`src/rtl/sysid_regs.sv`:
```
// sysid_regs: Avalon-MM system ID, build timestamp, uptime counter and scratch registers
module sysid_regs #(
  parameter logic [31:0] SYSTEM_ID    = 32'h00000001,
  parameter logic [31:0] TIMESTAMP    = 32'h00000000,
  parameter int          N_SCRATCH    = 2,
  parameter logic [31:0] SCRATCH_INIT = 32'h00000000
) (
  input  logic        clock,
  input  logic        reset_n,
  input  logic [3:0]  address,
  input  logic        read,
  input  logic        write,
  input  logic [31:0] writedata,
  input  logic [3:0]  byteenable,
  output logic [31:0] readdata,
  output logic        readdatavalid
);
  logic [63:0] uptime;
  logic [31:0] shadow;
  logic        en;
  logic [31:0] scratch [N_SCRATCH];
  logic [31:0] rd_mux;
  logic        rdv_q;
  logic        ctrl_wr;
  logic        clr;
  assign ctrl_wr = write && address == 4'd5 && byteenable[0];
  assign clr = ctrl_wr && writedata[1];
  assign readdatavalid = rdv_q & reset_n;
  // word map decode; unmapped addresses read as zero
  always_comb begin
    rd_mux = address == 4'd0 ? SYSTEM_ID :
             address == 4'd1 ? TIMESTAMP :
             address == 4'd2 ? {15'b0, 1'b1, 8'h02, 8'(N_SCRATCH)} :
             address == 4'd3 ? uptime[31:0] :
             address == 4'd4 ? shadow :
             address == 4'd5 ? {31'b0, en} : '0;
    for (int w = 0; w < N_SCRATCH; w++) if (address == 4'(6 + w)) rd_mux = scratch[w];
  end
  // registered read data with a one-cycle valid pulse; data holds between reads
  always_ff @(posedge clock) begin
    if (!reset_n) begin
      readdata <= '0;
      rdv_q <= 1'b0;
    end else begin
      rdv_q <= read;
      if (read) readdata <= rd_mux;
    end
  end
  // free-running uptime counter; a clear write wins over the increment
  always_ff @(posedge clock) begin
    if (!reset_n) uptime <= '0;
    else if (clr) uptime <= '0;
    else if (en) uptime <= uptime + 64'd1;
  end
  // high word snapshot taken whenever the low word is read, for a coherent 64-bit read
  always_ff @(posedge clock) begin
    if (!reset_n) shadow <= '0;
    else if (read && address == 4'd3) shadow <= uptime[63:32];
  end
  // counter enable bit
  always_ff @(posedge clock) begin
    if (!reset_n) en <= 1'b1;
    else if (ctrl_wr) en <= writedata[0];
  end
  // scratch words with per-byte write enables
  always_ff @(posedge clock) begin
    for (int w = 0; w < N_SCRATCH; w++) begin
      if (!reset_n) scratch[w] <= SCRATCH_INIT;
      else if (write && address == 4'(6 + w))
        for (int b = 0; b < 4; b++) if (byteenable[b]) scratch[w][8*b +: 8] <= writedata[8*b +: 8];
    end
  end
endmodule

```
`config.mk`:
```
export PLATFORM = sky130hd
export DESIGN_NAME = sysid_regs
export DESIGN_NICKNAME = d
export VERILOG_FILES = /design/src/rtl/sysid_regs.sv
export SDC_FILE = /design/constraint.sdc
export NUM_CORES = 1
export LEC_CHECK = 0
export ABC_AREA = 1
export CAP_MARGIN = 10
export CORE_UTILIZATION = 58
export CTS_CLUSTER_DIAMETER = 30
export DETAILED_ROUTE_END_ITERATION = 8
export HOLD_SLACK_MARGIN = 0.03
export PLACE_DENSITY = 0.8
export SYNTH_ARGS = -nofsm -noshare
export SYNTH_HDL_FRONTEND = slang
export SYNTH_SLANG_ARGS = --single-unit
```
`constraint.sdc`:
```
create_clock -name clock -period 2.3 [get_ports clock]
set_input_delay 0.46 -clock clock [delete_from_list [all_inputs] [get_ports clock]]
set_output_delay 0.46 -clock clock [all_outputs]
set_load 0.1 [all_outputs]
```
==> results.rst <==
.. list-table::
   :header-rows: 1

   * - Metric
     - Value
   * - Outcome
     - finished clean
   * - Post-CTS setup buffer count
     - 0
   * - Clock Sink Count
     - slightly below 200
   * - CP Buf/Inv Count
     - 0
   * - Total of hold buffers inserted after clock tree synthesis
     - 0
   * - Crit path max-delay family
     - simple AND/OR/NAND/NOR gates
   * - Antenna cells
     - 0
   * - Cell area power density
     - a little under 700 nW/um^2
   * - Unique masters post-synth
     - 31
   * - Final-layout fill cell count
     - 1280
   * - Yosys warning total
     - 0
   * - Sum of net half-perimeters after detailed placement
     - 21300 microns
   * - Post-synth top cells
     - sky130_fd_sc_hd__nand2_1 (220), sky130_fd_sc_hd__nor2_1 (213), sky130_fd_sc_hd__inv_1 (156), sky130_fd_sc_hd__dfxtp_1 (130), sky130_fd_sc_hd__a21oi_1 (91)
   * - TritonCTS clock tree
     - done
   * - Count of endpoints failing hold in the final timing report
     - 0
   * - Crit path setup slack, layout
     - 310 ps
   * - Final cycle utilization of the critical path
     - approximately 87%
   * - Number of gates resized after cts
     - 0
   * - Average detailed-routed wire length per instance
     - approximately 18 microns
   * - Post-Synthesis Net Count
     - about 1300
   * - Via-per-instance ratio
     - a little under 6
   * - Net Sw Frac
     - 26.3%
   * - Standard-cell rows
     - 45
   * - Maximum number of pins on one net before global-route repair
     - between 70 and 80
   * - CORE AREA
     - 15400 sq um
   * - Post-route ant nets
     - 0
   * - Leakage power figure
     - 4.03 nW
   * - Share of final-layout standard cells stronger than drive strength 1
     - a little under an eighth
   * - Smallest hold slack
     - 449 ps
   * - Final Max Slew Viols
     - 0
   * - Initial antenna violation count
     - 1
   * - Library cell with the largest summed area after synthesis
     - sky130_fd_sc_hd__dfxtp_1
   * - Vias in the first global route
     - ~8200
   * - Worst Setup SP
     - uptime[28]
   * - Critical path peak fanout
     - 4
   * - Crit-path cells
     - nand2_1 > nor2_1 > nand2_1 > nor2_1 > nand2_1 > nor2_4 > nand2_1 > nand2_1 > a21oi_1
   * - Worst vdd rail ir drop
     - around 0.59 mV
   * - Net Switching
     - 0.00196 W
   * - Post-synthesis area per instance
     - about 7.5 sq um
   * - Biggest area contributors in the synthesized netlist
     - sky130_fd_sc_hd__dfxtp_1 (28%), sky130_fd_sc_hd__edfxtp_1 (21%), sky130_fd_sc_hd__nand2_1 (8.9%), sky130_fd_sc_hd__nor2_1 (8.6%), sky130_fd_sc_hd__inv_1 (6.3%)
   * - H-Tree Depth
     - 4
   * - Top-count cell post-synth
     - sky130_fd_sc_hd__nand2_1
   * - Setup CP Type
     - reg -> reg
   * - Unrepaired setup endpoints after global routing
     - false
   * - Overall overflow remaining after global route
     - 0
   * - Die Span Y
     - 129 microns
   * - Port Buffer Count
     - 76
   * - Portion of total power attributed to the clock network
     - 41.1%
   * - Starting density of the core
     - 60.3%
   * - Clock edge transition at the registers on the reported setup and hold paths
     - 80 ps
   * - Combinational fraction of design power
     - 9.2%
   * - First-pass GRT wire length
     - 43600 microns
   * - Top cell type's share of synthesized area
     - 28.0%
   * - Total CTS buffers
     - 17
   * - Data arrival time of the worst path
     - 2320 ps
   * - Fraction of the yosys area taken by sequential cells
     - between 40% and 50%
   * - CP endpoint kind
     - flip-flop
   * - Library cell contributing the largest single delay on the critical path
     - sky130_fd_sc_hd__dfxtp_1
   * - RR Startpoint
     - uptime[28]
   * - Rel. slew slack
     - 63.1%
   * - Initial detailed-routing violation count
     - 1002
   * - Yosys reg bits
     - between 150 and 200
   * - Post-Synthesis Cells
     - ~1200
   * - Clock latency on the worst-skew pair
     - 440 ps
   * - Min cycle time layout
     - 1990 ps
   * - Launch instance of the worst min-delay path
     - read
   * - GR Util All Layers
     - 35.4%
   * - Gpl congestion
     - 1.07
   * - Worst clock skew on the final layout
     - 10.9 ps
   * - Min-delay worst type
     - in -> reg
   * - Maximum single-stage delay on the critical path
     - 400 ps
   * - Die Footprint
     - ~17000 sq um
   * - Number of iterations in the first detailed-routing pass
     - 6
   * - Aggregate routed wire length
     - 28400 microns
   * - Clock tree root driver cell
     - sky130_fd_sc_hd__clkbuf_16
   * - Power Internal
     - 0.00548 W
   * - Leading register cell type out of synthesis
     - sky130_fd_sc_hd__dfxtp_1
   * - Synth-to-layout area growth
     - 18.4%
   * - Crit start category
     - flip-flop
   * - Width of the chip
     - 129 microns
   * - Worst Path Required
     - 2630 ps
   * - Number of buffers between clock root and the deepest sink
     - 2
   * - Max Clock Freq
     - about 500 MHz
   * - Net count reported at finish
     - roughly 1400
   * - Via count
     - roughly 9000
   * - Final Setup Violations
     - 0
   * - Register share of total power
     - 49.7%
   * - Cell area after synthesis
     - 9300 sq um
   * - Asr flop ratio synth
     - 0%
   * - Number of synthesized flops with an enable pin
     - 64
   * - Remaining DRCs
     - 0
   * - Most common cell type on the critical path
     - sky130_fd_sc_hd__nand2_1
   * - I/O pin cnt
     - 77
   * - Number of maximum-capacitance constraint violations
     - 0
   * - Post-placement setup slack
     - -12.0 ps
   * - Transition time at the pin with the least slew margin
     - roughly 550 ps
## per-stage QoR
stage / std cells / cell area [sq um] / TNS, ps / power (W) / utilization [%]
final: 1553 / 11000 / 0 / 0.00744 / 71.4
after global routing: 1553 / 11000 / 0 / 0.00762 / 71.4
after CTS: 1553 / 11000 / 0 / 0.00743 / 71.4
after detailed placement: 1521 / 10400 / -94.8 / 0.00445 / 67.5
after global placement: 1521 / 10400 / 0 / 0.00444 / 67.5
after floorplan: 1238 / 9300 / 0 / 0.00420 / -
## cell families after synthesis
group | synth area share, %
and+or+nand+nor | 28.2
AOI/OAI and AO/OA | 13.2
buffers and inverters | 8.36
DFF | 48.6
xor gates and xnor gates | 1.51
adders and majority gates | 0.134
## power groups by stage
stage                     registers, W  logic [W]  clock network (W)
after floorplan                0.00399   0.000213                  0
after global placement         0.00377   0.000671                  0
after detailed placement       0.00377   0.000679                  0
after CTS                      0.00369   0.000683            0.00306
after global routing           0.00370   0.000725            0.00319
final                          0.00369   0.000684            0.00306
## flip-flops by register name, indices dropped and copies added, names as in the netlist
register / cells
en: 1
uptime: 64
rdv_q: 1
readdata: 32
shadow: 32
scratch: 64
## cell usage in the layout, fill, tap and decap left out, drive strengths merged, types with 3 or more instances in the layout
| master | n |
|---|---|
| a21oi | 91 |
| a31oi | 27 |
| buf | 73 |
| clkbuf | 17 |
| clkdlybuf4s50 | 41 |
| clkinv | 5 |
| clkinvlp | 3 |
| dfxtp | 130 |
| edfxtp | 64 |
| inv | 165 |
| nand2 | 234 |
| nand3 | 66 |
| nand3b | 5 |
| nand4 | 27 |
| nor2 | 242 |
| nor3 | 17 |
| o21ai | 88 |
| o22ai | 19 |
| xnor2 | 5 |
| xor2 | 11 |
## metal layers
metal  global-route usage [%]  wire length, microns  vias to the layer above
met5                        0                    13                        -
met4                     16.1                  1060                        2
met3                     6.11                  2440                       70
met2                     56.0                 13000                      453
met1                     47.7                 11900                     4187
li1                         -                     -                     4245
## worst register-to-register path: cells and delay by family (launching register included)
family	cells	cell delay, ps
AO/OA/AOI/OAI	1	60
AND/OR/NAND/NOR	8	1430
flip-flops	1	400
## cell type report
cell class	instances	area [sq um]	area share [%]
Timing Repair Buffer	114	1030	9.33
Inverter	160	601	5.45
Tap cell	211	264	2.40
Clock inverter	15	175	1.59
Sequential cell	194	4520	41.1
Multi-Input combinational cell	842	4000	36.3
Clock buffer	17	425	3.86
## final timing paths
| path | to | slack [ps] | cells after the start |
|---|---|---|---|
| worst max-delay path | uptime[55] | 310 | 9 |
| worst min-delay path | shadow[14] | 450 | 3 |
| worst max register to register | uptime[55] | 310 | 9 |
| worst min register to register | shadow[17] | 450 | 2 |
Note: power is estimated with default switching activity, not from simulation.
